`config.mk`:
```
export PLATFORM = sky130hd
export DESIGN_NAME = reorder_buffer_flat
export DESIGN_NICKNAME = d
export VERILOG_FILES = /design/src/rtl/reorder_buffer_pkg.sv /design/src/rtl/reorder_buffer_if.sv /design/src/rtl/reorder_buffer_fwd_lookup.sv /design/src/rtl/reorder_buffer.sv /design/src/flat_wrapper.sv
export SDC_FILE = /design/constraint.sdc
export NUM_CORES = 1
export LEC_CHECK = 0
export CORE_ASPECT_RATIO = 0.9
export CORE_MARGIN = 4
export CORE_UTILIZATION = 47
export DETAILED_ROUTE_END_ITERATION = 8
export PLACE_DENSITY_LB_ADDON = 0.3
export SLEW_MARGIN = 10
export SYNTH_ARGS = -nofsm -noshare
export SYNTH_HDL_FRONTEND = slang
export SYNTH_SLANG_ARGS = --single-unit
```
`constraint.sdc`:
```
create_clock -name clk -period 4 [get_ports clk]
set_input_delay 0.4 -clock clk [delete_from_list [all_inputs] [get_ports clk]]
set_output_delay 0.4 -clock clk [all_outputs]
set_load 0.01 [all_outputs]
```
`src/rtl/reorder_buffer_pkg.sv`:
```
// reorder_buffer_pkg: shared flag/entry types and default sizes for the reorder buffer
package reorder_buffer_pkg;
  localparam int GPR_SIZE = 64;
  localparam int GPR_IDX_SIZE = 5;
  localparam int ROB_SIZE = 8;
  typedef struct packed {
    logic n;
    logic z;
    logic c;
    logic v;
  } nzcv_t;
  typedef struct packed {
    logic valid;
    logic done;
    logic writes_gpr;
    logic set_nzcv;
    logic [GPR_IDX_SIZE-1:0] gpr_idx;
    logic [GPR_SIZE-1:0] value;
    nzcv_t nzcv;
  } rob_entry_t;
endpackage

```
`src/rtl/reorder_buffer_if.sv`:
```
// reorder_buffer_if: dispatch, writeback, commit and forwarding bundle of the reorder buffer
interface reorder_buffer_if import reorder_buffer_pkg::*; #(
  parameter int DEPTH = ROB_SIZE,
  parameter int VALUE_W = GPR_SIZE,
  parameter int GPR_IDX_W = GPR_IDX_SIZE,
  parameter int IDX_W = $clog2(DEPTH)
);
  logic alloc_valid;
  logic [GPR_IDX_W-1:0] alloc_gpr_idx;
  logic alloc_writes_gpr;
  logic alloc_ready;
  logic [IDX_W-1:0] alloc_idx;
  logic fu_done;
  logic [IDX_W-1:0] fu_rob_idx;
  logic [VALUE_W-1:0] fu_value;
  logic fu_set_nzcv;
  nzcv_t fu_nzcv;
  logic fu_mispred;
  logic commit_valid;
  logic [GPR_IDX_W-1:0] commit_gpr_idx;
  logic commit_writes_gpr;
  logic [VALUE_W-1:0] commit_value;
  nzcv_t arch_nzcv;
  logic flush_valid;
  logic [IDX_W:0] count;
  logic [IDX_W-1:0] fwd_rob_idx;
  logic fwd_valid;
  logic [VALUE_W-1:0] fwd_value;
  modport master (
    output alloc_valid, alloc_gpr_idx, alloc_writes_gpr, fu_done, fu_rob_idx, fu_value,
           fu_set_nzcv, fu_nzcv, fu_mispred, fwd_rob_idx,
    input  alloc_ready, alloc_idx, commit_valid, commit_gpr_idx, commit_writes_gpr,
           commit_value, arch_nzcv, flush_valid, count, fwd_valid, fwd_value
  );
  modport slave (
    input  alloc_valid, alloc_gpr_idx, alloc_writes_gpr, fu_done, fu_rob_idx, fu_value,
           fu_set_nzcv, fu_nzcv, fu_mispred, fwd_rob_idx,
    output alloc_ready, alloc_idx, commit_valid, commit_gpr_idx, commit_writes_gpr,
           commit_value, arch_nzcv, flush_valid, count, fwd_valid, fwd_value
  );
endinterface

```
`src/rtl/reorder_buffer_fwd_lookup.sv`:
```
// reorder_buffer_fwd_lookup: combinational read of a completed entry's result for operand forwarding
module reorder_buffer_fwd_lookup #(
  parameter int DEPTH = 8,
  parameter int VALUE_W = 64,
  parameter int IDX_W = $clog2(DEPTH)
) (
  input  logic [DEPTH-1:0] valid,
  input  logic [DEPTH-1:0] done,
  input  logic [VALUE_W-1:0] value [DEPTH],
  input  logic [IDX_W-1:0] idx,
  output logic fwd_valid,
  output logic [VALUE_W-1:0] fwd_value
);
  assign fwd_valid = valid[idx] & done[idx];
  assign fwd_value = fwd_valid ? value[idx] : '0;
endmodule

```
`src/rtl/reorder_buffer.sv`:
```
// reorder_buffer: in-order allocate/retire, out-of-order writeback, one-cycle squash; ROB_FORWARD_EN adds a forwarding read port
module reorder_buffer import reorder_buffer_pkg::*; #(
  parameter int DEPTH = ROB_SIZE,
  parameter int VALUE_W = GPR_SIZE,
  parameter int GPR_IDX_W = GPR_IDX_SIZE,
  parameter int IDX_W = $clog2(DEPTH)
) (
  input logic clk,
  input logic rst,
  reorder_buffer_if.slave rob
);
  logic [DEPTH-1:0] valid, done, writes_gpr, set_nzcv, kill;
  logic [GPR_IDX_W-1:0] gpr [DEPTH];
  logic [VALUE_W-1:0] value [DEPTH];
  nzcv_t nzcv [DEPTH];
  logic [IDX_W-1:0] head, tail, k1, span;
  logic [IDX_W:0] count, flush_count;
  nzcv_t arch_nzcv;
  logic flush_q, full, alloc_fire, wb, flush, commit;
  assign full = count == (IDX_W+1)'(DEPTH);
  assign commit = valid[head] & done[head];
  assign alloc_fire = rob.alloc_valid & rob.alloc_ready;
  assign wb = rob.fu_done & valid[rob.fu_rob_idx];
  assign flush = wb & rob.fu_mispred;
  assign k1 = rob.fu_rob_idx + IDX_W'(1);
  assign span = k1 - head;
  // zero span means the squashing branch is the youngest of a full buffer
  assign flush_count = span == '0 ? (IDX_W+1)'(DEPTH) : {1'b0, span};
  always_comb begin
    kill = '0;
    for (int i = 0; i < DEPTH; i++) kill[i] = (IDX_W'(i) - k1) < (tail - k1);
  end
  always_ff @(posedge clk or posedge rst) begin
    if (rst) begin
      valid <= '0;
      head <= '0;
      tail <= '0;
      count <= '0;
      arch_nzcv <= '0;
      flush_q <= 1'b0;
    end else begin
      flush_q <= flush;
      if (commit) head <= head + IDX_W'(1);
      if (commit && set_nzcv[head]) arch_nzcv <= nzcv[head];
      tail <= flush ? k1 : alloc_fire ? tail + IDX_W'(1) : tail;
      count <= flush ? flush_count - (IDX_W+1)'(commit)
                     : count + (IDX_W+1)'(alloc_fire) - (IDX_W+1)'(commit);
      valid <= (valid & ~(flush ? kill : '0) & ~(DEPTH'(commit) << head)) | (DEPTH'(alloc_fire) << tail);
    end
  end
  // payload needs no reset: every read is qualified by valid
  always_ff @(posedge clk) begin
    if (alloc_fire) begin
      done[tail] <= 1'b0;
      set_nzcv[tail] <= 1'b0;
      writes_gpr[tail] <= rob.alloc_writes_gpr;
      gpr[tail] <= rob.alloc_gpr_idx;
    end
    if (wb) begin
      done[rob.fu_rob_idx] <= 1'b1;
      value[rob.fu_rob_idx] <= rob.fu_value;
    end
    if (wb && rob.fu_set_nzcv) begin
      set_nzcv[rob.fu_rob_idx] <= 1'b1;
      nzcv[rob.fu_rob_idx] <= rob.fu_nzcv;
    end
  end
  assign rob.alloc_ready = !full && !rob.fu_mispred;
  assign rob.alloc_idx = tail;
  assign rob.commit_valid = commit;
  assign rob.commit_gpr_idx = commit ? gpr[head] : '0;
  assign rob.commit_writes_gpr = commit & writes_gpr[head];
  assign rob.commit_value = commit ? value[head] : '0;
  assign rob.arch_nzcv = arch_nzcv;
  assign rob.flush_valid = flush_q;
  assign rob.count = count;
`ifdef ROB_FORWARD_EN
  reorder_buffer_fwd_lookup #(.DEPTH(DEPTH), .VALUE_W(VALUE_W), .IDX_W(IDX_W)) u_fwd (
    .valid(valid),
    .done(done),
    .value(value),
    .idx(rob.fwd_rob_idx),
    .fwd_valid(rob.fwd_valid),
    .fwd_value(rob.fwd_value)
  );
`else
  logic unused_fwd;
  assign unused_fwd = ^rob.fwd_rob_idx;
  assign rob.fwd_valid = 1'b0;
  assign rob.fwd_value = '0;
`endif
endmodule
```
`src/flat_wrapper.sv`:
```
// flat-port wrapper written by rule: the top's interface ports become plain ports
module reorder_buffer_flat import reorder_buffer_pkg::*;
#(
  parameter int DEPTH = ROB_SIZE,
  parameter int VALUE_W = GPR_SIZE,
  parameter int GPR_IDX_W = GPR_IDX_SIZE,
  parameter int IDX_W = $clog2(DEPTH)
)
  (clk, rst, rob_alloc_valid, rob_alloc_gpr_idx, rob_alloc_writes_gpr, rob_fu_done, rob_fu_rob_idx, rob_fu_value, rob_fu_set_nzcv, rob_fu_nzcv, rob_fu_mispred, rob_fwd_rob_idx, rob_alloc_ready, rob_alloc_idx, rob_commit_valid, rob_commit_gpr_idx, rob_commit_writes_gpr, rob_commit_value, rob_arch_nzcv, rob_flush_valid, rob_count, rob_fwd_valid, rob_fwd_value);
  reorder_buffer_if #(.DEPTH(DEPTH), .VALUE_W(VALUE_W), .GPR_IDX_W(GPR_IDX_W), .IDX_W(IDX_W)) rob_i ();
  input logic clk;
  input logic rst;
  input wire logic [$bits(rob_i.alloc_valid)-1:0] rob_alloc_valid;
  input wire logic [$bits(rob_i.alloc_gpr_idx)-1:0] rob_alloc_gpr_idx;
  input wire logic [$bits(rob_i.alloc_writes_gpr)-1:0] rob_alloc_writes_gpr;
  input wire logic [$bits(rob_i.fu_done)-1:0] rob_fu_done;
  input wire logic [$bits(rob_i.fu_rob_idx)-1:0] rob_fu_rob_idx;
  input wire logic [$bits(rob_i.fu_value)-1:0] rob_fu_value;
  input wire logic [$bits(rob_i.fu_set_nzcv)-1:0] rob_fu_set_nzcv;
  input wire logic [$bits(rob_i.fu_nzcv)-1:0] rob_fu_nzcv;
  input wire logic [$bits(rob_i.fu_mispred)-1:0] rob_fu_mispred;
  input wire logic [$bits(rob_i.fwd_rob_idx)-1:0] rob_fwd_rob_idx;
  output wire logic [$bits(rob_i.alloc_ready)-1:0] rob_alloc_ready;
  output wire logic [$bits(rob_i.alloc_idx)-1:0] rob_alloc_idx;
  output wire logic [$bits(rob_i.commit_valid)-1:0] rob_commit_valid;
  output wire logic [$bits(rob_i.commit_gpr_idx)-1:0] rob_commit_gpr_idx;
  output wire logic [$bits(rob_i.commit_writes_gpr)-1:0] rob_commit_writes_gpr;
  output wire logic [$bits(rob_i.commit_value)-1:0] rob_commit_value;
  output wire logic [$bits(rob_i.arch_nzcv)-1:0] rob_arch_nzcv;
  output wire logic [$bits(rob_i.flush_valid)-1:0] rob_flush_valid;
  output wire logic [$bits(rob_i.count)-1:0] rob_count;
  output wire logic [$bits(rob_i.fwd_valid)-1:0] rob_fwd_valid;
  output wire logic [$bits(rob_i.fwd_value)-1:0] rob_fwd_value;
  assign rob_i.alloc_valid = rob_alloc_valid;
  assign rob_i.alloc_gpr_idx = rob_alloc_gpr_idx;
  assign rob_i.alloc_writes_gpr = rob_alloc_writes_gpr;
  assign rob_i.fu_done = rob_fu_done;
  assign rob_i.fu_rob_idx = rob_fu_rob_idx;
  assign rob_i.fu_value = rob_fu_value;
  assign rob_i.fu_set_nzcv = rob_fu_set_nzcv;
  assign rob_i.fu_nzcv = rob_fu_nzcv;
  assign rob_i.fu_mispred = rob_fu_mispred;
  assign rob_i.fwd_rob_idx = rob_fwd_rob_idx;
  assign rob_alloc_ready = rob_i.alloc_ready;
  assign rob_alloc_idx = rob_i.alloc_idx;
  assign rob_commit_valid = rob_i.commit_valid;
  assign rob_commit_gpr_idx = rob_i.commit_gpr_idx;
  assign rob_commit_writes_gpr = rob_i.commit_writes_gpr;
  assign rob_commit_value = rob_i.commit_value;
  assign rob_arch_nzcv = rob_i.arch_nzcv;
  assign rob_flush_valid = rob_i.flush_valid;
  assign rob_count = rob_i.count;
  assign rob_fwd_valid = rob_i.fwd_valid;
  assign rob_fwd_value = rob_i.fwd_value;
  reorder_buffer #(.DEPTH(DEPTH), .VALUE_W(VALUE_W), .GPR_IDX_W(GPR_IDX_W), .IDX_W(IDX_W)) u_core (.clk(clk), .rst(rst), .rob(rob_i));
endmodule
```
==> flow_summary.json <==
{
  "nFillCells": 4004,
  "critPathTopFamily": "buffers and inverters",
  "rsz0062_at_grt": "false",
  "cts.path.max_buffers": 3,
  "hp-class": "in -> async",
  "fp-row-count": 80,
  "die_w_um": 254,
  "grt_max_degree": 151,
  "startpoint_type": "flop",
  "stdcell_area_um2": 30100,
  "cts_sinks": 631,
  "peakVddDrop_v": 0.000682,
  "grt_first_pass_wirelength_um": 80000,
  "ys_ff_latch": 631,
  "leakagePower_nw": 9.96,
  "crit_chain": "and3_1 -> a32o_1 -> o31ai_4 -> and2_4 -> buf_4 -> nor2_1 -> clkdlybuf4s50_1",
  "via_per_inst": 5.48,
  "required_ns": 3.60,
  "antenna_found_initial": 6,
  "path_class": "reg -> out",
  "wl_per_cell_um": 23.4,
  "fin_crit_ns": 3.82,
  "worstReg2RegStart": "u_core.head[2]",
  "ys.flop_type": "edfxtp_1",
  "powerDensity_nw_per_um2": 632,
  "critical_path.slowest_cell": "dfrtp_4",
  "cts_root_buf": "clkbuf_16",
  "layout_commonest_cell": "edfxtp_1",
  "insertion_delay_ns": 0.62,
  "maxCapViolCount": 0,
  "drc": 0,
  "seq_area_frac_synth_pct": 73.2,
  "wl_um": 52700,
  "grt_usage_pct": 18.2,
  "final_antenna_net_count": 0,
  "numCtsBuffers": 61,
  "die_height_um": 229,
  "r2r_setup_slack_ns": 0.68,
  "report.power.total_mw": 19.0,
  "synth_edf_count": 592,
  "coreArea_um2": 53400,
  "die-area_um2": 58000,
  "slew-limit-headroom_pct": 30.1,
  "drt_iter0_drc": 839,
  "grt_pass1_vias": 12900,
  "hold_buffers": 0,
  "dp.cells": 2134,
  "cts_tree": "yes",
  "io_buffers": 166,
  "gp_congestion": 0.797,
  "critPathMaxStageDelay_ns": 0.57,
  "layoutNonFillerInstCount": 2249,
  "synth_area_leaders": "edfxtp_1, mux4_2, mux2i_1",
  "fin_worst_skew_ns": 0.0284,
  "clk_pin_slew_worst_paths_ns": 0.06,
  "postSynthAreaPerCell_um2": 19.7,
  "ys.warnings.count": 0,
  "mostFrequentLayoutCells": "edfxtp_1, clkdlybuf4s50_1, mux4_2, nor2_1, mux2i_1",
  "start_util_pct": 47.8,
  "dp_hpwl_um": 31000,
  "worst_pin_slew_ns": 1.04,
  "dpl-instance-area_um2": 28100,
  "cp_max_fo": 18,
  "yosys.area.top_type": "edfxtp_1",
  "crit-reg2reg-capture": "u_core.rob.count[2]",
  "fin_crit_sh_pct": 95.5,
  "timing_hold_violations_final": 0,
  "io_pins": 235,
  "status": "completed",
  "slew_viol_final": 0,
  "grt_remaining_overflow": 0,
  "worst-path-buf-inv": 2,
  "htreeDepth": 2,
  "worst_ep_arrival_time_ns": 3.42,
  "synthArstFlopShare_pct": 3.65,
  "vias": 12300,
  "yosysUniqueCellTypes": 55,
  "endpoint_kind": "output pin",
  "worstRegToRegCells": 12,
  "syn2layout_area_growth_pct": 18.0,
  "post_cts_buffers": 0,
  "syn_area_um2": 25500,
  "whs_ns": 0.287,
  "setup_violations": 0,
  "fin_nets": 1611,
  "netlist_instances": 1291,
  "dr.pass1.iters": 4,
  "fmax_mhz": 262,
  "drive_gt1_share_pct": 20.0,
  "synth_top_area_share_pct": 69.7
}
==> kinds of logic after synthesis <==
group | Yosys count | synth area share [%]
DFF | 631 | 73.2
muxes | 235 | 16.6
and+or+nand+nor | 164 | 2.77
buffers and inverters | 157 | 3.81
AOI/OAI and AO/OA | 64 | 1.80
adders and majority gates | 24 | 1.24
xor gates and xnor gates | 15 | 0.515
other | 1 | 0.0147
==> registers in the layout (all words and copies together) (netlist names) <==
| register | count |
|---|---|
| u_core.value | 512 |
| u_core.gpr | 40 |
| u_core.nzcv | 32 |
| u_core.done | 8 |
| u_core.set_nzcv | 8 |
| u_core.valid | 8 |
| u_core.writes_gpr | 8 |
| u_core.rob.arch_nzcv | 4 |
| u_core.rob.count | 4 |
| u_core.head | 3 |
| u_core.rob.alloc_idx | 3 |
| u_core.rob.flush_valid | 1 |
==> timing repair <==
item / CTS / global route
endpoints found under the setup margin: 0 / 25
hold endpoints to repair: 0 / 0
resized for setup: 0 / 2
==> synthesized netlist by cell type, types with 4 or more instances <==
cell       instances
xor2_1             8
ha_1              22
o211ai_1           4
nor2b_1            7
nor2_1            93
dfrtp_1           23
clkbuf_1          23
mux2_2             4
a21oi_1            6
edfxtp_1         592
a21o_1            12
buf_1              4
dfxtp_1           16
xnor2_1            7
o2bb2ai_1          4
nand2_1           36
buf_4             75
o21ai_0           16
mux4_2           150
inv_1             27
buf_2             17
nand3_1            6
buf_6              9
nor3_1             4
mux2i_1           80
==> per-layer routing <==
layer	vias to the layer above	wire [um]	GRT usage, %
met5	-	72	0
met4	10	1030	4.57
met3	81	2830	3.36
met2	352	26000	29.9
met1	6454	22800	25.7
li1	5438	-	-
==> where the power goes <==
part           leakage (nW)  switching (mW)  internal, mW  total (mW)
registers              5.75           0.287          7.59        7.88
clock network         0.963            2.39          3.25        5.63
logic                  3.25            2.69          2.83        5.51
==> layout make-up <==
cell class | instances | area, um2 | share of cell area, %
clock buffer | 72 | 1570 | 5.21
antenna | 1 | 2.50 | 0.00831
multi-input combinational | 568 | 6170 | 20.5
sequential | 631 | 18700 | 62.1
tap | 697 | 872 | 2.90
timing repair buffer | 211 | 2300 | 7.65
clock inverter | 41 | 394 | 1.31
inverter | 28 | 105 | 0.349
==> stage by stage <==
step	util (%)	worst slack (ns)	TNS (ns)
floorplan	-	-0.436	-224.16
global placement	52.7	0.483	0
detailed placement	52.7	0.492	0
CTS	56.4	0.00240	0
global route	56.4	0.0320	0
finish	56.4	0.180	0
==> worst max-delay path by stage <==
stage,from,to,slack [ns],cells past startpoint
after floorplan,rob_fu_rob_idx[2],u_core.value[0][0],-0.44,5
after global placement,rob_fu_rob_idx[1],u_core.value[6][26],0.48,6
after detailed placement,rob_fu_rob_idx[1],u_core.value[0][12],0.49,6
after CTS,u_core.head[2],rob_commit_value[0],0.002,5
after global routing,u_core.head[0],rob_commit_value[40],0.03,5
final,u_core.head[2],rob_commit_value[44],0.18,7
Note: power is estimated with default switching activity, not from simulation.
==> RTL change 1, RTL diff (same settings) <==
Change the package constant `GPR_IDX_SIZE` from 5 to 6.
--- a/src/rtl/reorder_buffer_pkg.sv
+++ b/src/rtl/reorder_buffer_pkg.sv
@@ -1,7 +1,7 @@
 // reorder_buffer_pkg: shared flag/entry types and default sizes for the reorder buffer
 package reorder_buffer_pkg;
   localparam int GPR_SIZE = 64;
-  localparam int GPR_IDX_SIZE = 5;
+  localparam int GPR_IDX_SIZE = 6;
   localparam int ROB_SIZE = 8;
   typedef struct packed {
     logic n;
Interface: changed (resized rob_alloc_gpr_idx and rob_commit_gpr_idx); port bits go from 235 to 237. No check against the original RTL was run, so the function may have changed too.
==> RTL change 1 against the original RTL <==
  * First-iteration DRC count is 0.36% lower
  * Wire length is 1.6% lower
  * Sequential cell count is 8 higher
  * Core utilization is 0.21 points lower
  * Via count is 0.26% higher
  * Setup slack better by 100 ps
  * Final area is 1.2% higher
  * Synthesized cell count is 1.1% higher
  * Synthesized area is 0.94% higher
  * Die area is 0.91% higher
  * Critical endpoint is now rob_commit_value[7]
  * Highest routed layer unchanged
Power is not compared: it rests on default switching activity, and its combinational part moved more than twofold at a synthesized area within 25%.
==> RTL change 1: results (changes against the original RTL) <==
Status: finished, final reports clean
Largest net degree at the start of global routing: 149 (-1.3%)
Post-detail-place hpwl: 29400 um (-5.3%)
Routed wl met3: 2950 um (+4.0%)
ANT cells: 2 (+1)
Layout cell share with drive strength beyond 1: 19.8% (-0.18 points)
Storage cell area: 18900 um^2 (+1.3%)
Top flop regs: u_core.value (512), u_core.gpr (48), u_core.nzcv (32)
Initial antenna violation count: 5 (-1)
Seq cells post-synth: 639 (+1.3%)
Nets: 1621 (+0.62%)
WP data arrival: 3320 ps (-100 ps)
Setup Slack @ Placement: 503 ps (+11.2 ps)
Most frequent cells after synthesis: 600 x edfxtp_1, 153 x mux4_2, 91 x nor2_1
Non-clock buffer share: 7.01% (-0.64 points)
Final clock skew: 21.3 ps (-7.09 ps)
Global routing usage on met2: 28.7% (-1.2 points)
Fraction of area in multi-input gates: 20.5% (about the same)
Placer Congestion: 0.801 (+0.53%)
Routed met2 length: 25200 um (-3.2%)
GRT met3 Usage: 4.28% (+0.92 points)
Nonclk inv count: 30 (+7.1%)
Seq/Total Area, Yosys: 73.5% (+0.25 points)
Multi-In Gates: 572 (+0.70%)
Final WL: 51800 um (-1.6%)
Met1 Wirelength: 22900 um (+0.47%)
Unique masters post-synth: 54 (-1.8%)
Clock insertion delay at the later pin of the skew report: 590 ps (-30 ps)
First-pass GRT wire length: 79600 um (-0.52%)
Vias in the first global route: 13054 (+1.5%)
Non-CTS buffers: 201 (-4.7%)
Worst slew pin tran: 1050 ps (+8.77 ps)
DRT iter0 DRCs: 836 (-0.36%)
Final-layout clock-cell area share: 7.09% (+0.57 points)
GRT Resource Usage Total: 17.9% (-0.30 points)
[RTL change 1: cell types whose count changed after synthesis, sizes merged, moves of 3 or more]
cell / before / now
a21oi: 7 / 11
buf: 106 / 111
clkbuf: 23 / 17
edfxtp: 592 / 600
inv: 27 / 30
mux4: 150 / 153
nand2: 36 / 41
nand3b: 0 / 3
nor3: 4 / 1
o22ai: 3 / 0
xor2: 8 / 11
[RTL change 1: kinds of logic after synthesis]
family                   synth area share, %
XOR/XNOR                               0.613
adder cells (fa/ha/maj)                 1.18
other                                 0.0146
AND/OR/NAND/NOR                         2.86
buffers and inverters                   3.49
multiplexers                            16.7
AO/OA/AOI/OAI                           1.63
flip-flops                              73.5
[RTL change 1: worst paths after layout]
path                       cells after the start                  end               start
setup / recovery                               6  rob_commit_value[7]      u_core.head[1]
hold / removal                                 2  u_core.rob.count[2]                 rst
setup reg to reg                              11  u_core.rob.count[2]      u_core.head[1]
hold reg to reg                                1   u_core.set_nzcv[6]  u_core.set_nzcv[6]
max in group asynchronous                      2       u_core.head[2]                 rst
min in group clk                               1   u_core.set_nzcv[6]  u_core.set_nzcv[6]
[RTL change 1: stage by stage]
step | util, % | std cells | area (um^2) | hold WS [ps]
4_1_cts | 56.1 | 2264 | 30400 | 363
3_5_place_dp | 52.2 | 2146 | 28300 | 450
3_3_place_gp | 52.2 | 2146 | 28300 | 433
6_report | 56.2 | 2267 | 30500 | 370
2_1_floorplan | - | 1369 | 26000 | 402
5_1_grt | 56.2 | 2265 | 30500 | 454
[RTL change 1: critical path, stage by stage, from the launching register on]
cell,delay [ps]
dfrtp_4,570
inv_2,220
mux4_2,580
o2111ai_4,260
buf_4,410
nor2_1,170
clkdlybuf4s50_1,520
==> RTL change 2, RTL diff (config.mk and constraints unchanged) <==
Without the edit above. Make the reset (`rst`) synchronous in one clocked block.
--- a/src/rtl/reorder_buffer.sv
+++ b/src/rtl/reorder_buffer.sv
@@ -30,7 +30,7 @@
     kill = '0;
     for (int i = 0; i < DEPTH; i++) kill[i] = (IDX_W'(i) - k1) < (tail - k1);
   end
-  always_ff @(posedge clk or posedge rst) begin
+  always_ff @(posedge clk) begin
     if (rst) begin
       valid <= '0;
       head <= '0;
Function: differs if rst is asserted again (counterexample within 4 cycles, from zero or initial values and one cycle with rst high); with rst held inactive, the same outputs for 4 cycles.
==> RTL change 2 against the original RTL <==
  * Die area stayed put
  * Synthesized area stayed put
  * Synthesized cell count is 2.2% higher
  * Wire length is 0.63% higher
  * Critical path type unchanged
  * Clock skew hardly changed
  * Highest routed layer unchanged
  * Setup slack better by 220 ps
  * Sequential cell count is 3 higher
  * Global-route usage is 0.28 points higher
  * Final area is 0.33% higher
Power is not compared: it rests on default switching activity, and its combinational part moved more than twofold at a synthesized area within 25%.
==> RTL change 2: results (changes against the original RTL) <==
DRT iter0 DRCs: 859 (+2.4%)
Layout fillers: 4021 (+0.42%)
Nets: 1634 (+1.4%)
Area of the multi-input gates: 6300 um^2 (+2.1%)
Largest net degree at the start of global routing: 72 (-52%)
CP Max Fanout: 71 (+53)
Storage cell area: 18600 um^2 (-0.29%)
Clock insertion delay at the later pin of the skew report: 600 ps (-20 ps)
Setup Slack @ Placement: 354 ps (-138 ps)
Met1 Wirelength: 22700 um (-0.37%)
Layout cell share with drive strength beyond 1: 18.8% (-1.2 points)
Cell Area, Placed: 28100 um^2 (about the same)
Placer Congestion: 0.810 (+1.6%)
Slew Limit Headroom: 46.6% (+17 points)
Multi-In Gates: 593 (+4.4%)
Vias in the first global route: 13147 (+2.3%)
Status: finished, final reports clean
Non-clock buffer share: 7.25% (-0.40 points)
Most frequent cells after synthesis: 592 x edfxtp_1, 151 x mux4_2, 95 x nor2_1
Unique masters post-synth: 48 (-13%)
Routed met2 length: 26600 um (+2.6%)
GRT Resource Usage Total: 18.5% (+0.28 points)
Post-detail-place hpwl: 30400 um (-2.0%)
Global routing usage on met2: 30.5% (+0.60 points)
ANT cells: 2 (+1)
Final WL: 53000 um (+0.63%)
Non-CTS buffers: 203 (-3.8%)
CTS buffer count: 66 (+8.2%)
Fraction of registers with async set/reset: 0% (-3.6 points)
Syn_area_per_cell: 19.3 um^2 (-2.2%)
Inst Count DP: 2152 (+0.84%)
Post-DR vias/cell: 5.52 (+0.59%)
Final instance area: 30200 um^2 (+0.33%)
Main area contributors after synthesis: edfxtp_1 70%, mux4_2 13%, dfxtp_1 3.3%
Routed wl met3: 2690 um (-5.0%)
First-pass GRT wire length: 81200 um (+1.4%)
Hold Path Class: reg -> reg
GRT met3 Usage: 3.98% (+0.63 points)
Slowest-stage cell, CP: clkdlybuf4s50_1
Synthesized area: 25500 um^2 (unchanged)
-- RTL change 2: final timing paths --
check	start	endpoint	slack [ps]	cells after the start
setup / recovery	u_core.head[1]	rob_commit_value[57]	400	7
hold / removal	u_core.set_nzcv[5]	u_core.set_nzcv[5]	460	1
setup reg to reg	u_core.head[1]	u_core.rob.count[1]	930	12
hold reg to reg	u_core.set_nzcv[5]	u_core.set_nzcv[5]	460	1
-- RTL change 2: power by group --
group,total [W],switching (W),internal [W]
registers,0.00733,0.0000355,0.00730
logic,0.000545,0.000306,0.000239
clock network,0.00594,0.00243,0.00352
-- RTL change 2: worst reg2reg max path: cells and delay by family, from the launching register on --
kind / cells / cell delay [ps]
buf+inv: 3 / 250
compound gates: 2 / 590
fa+ha+maj: 3 / 920
simple gates: 4 / 770
flops: 1 / 480
-- RTL change 2: cells by family after synthesis --
logic type | synth area share [%]
compound gates | 1.65
xor+xnor | 0.515
fa+ha+maj | 1.29
buf+inv | 3.45
flops | 73.0
mux | 16.7
other cells | 0.0147
simple gates | 3.40
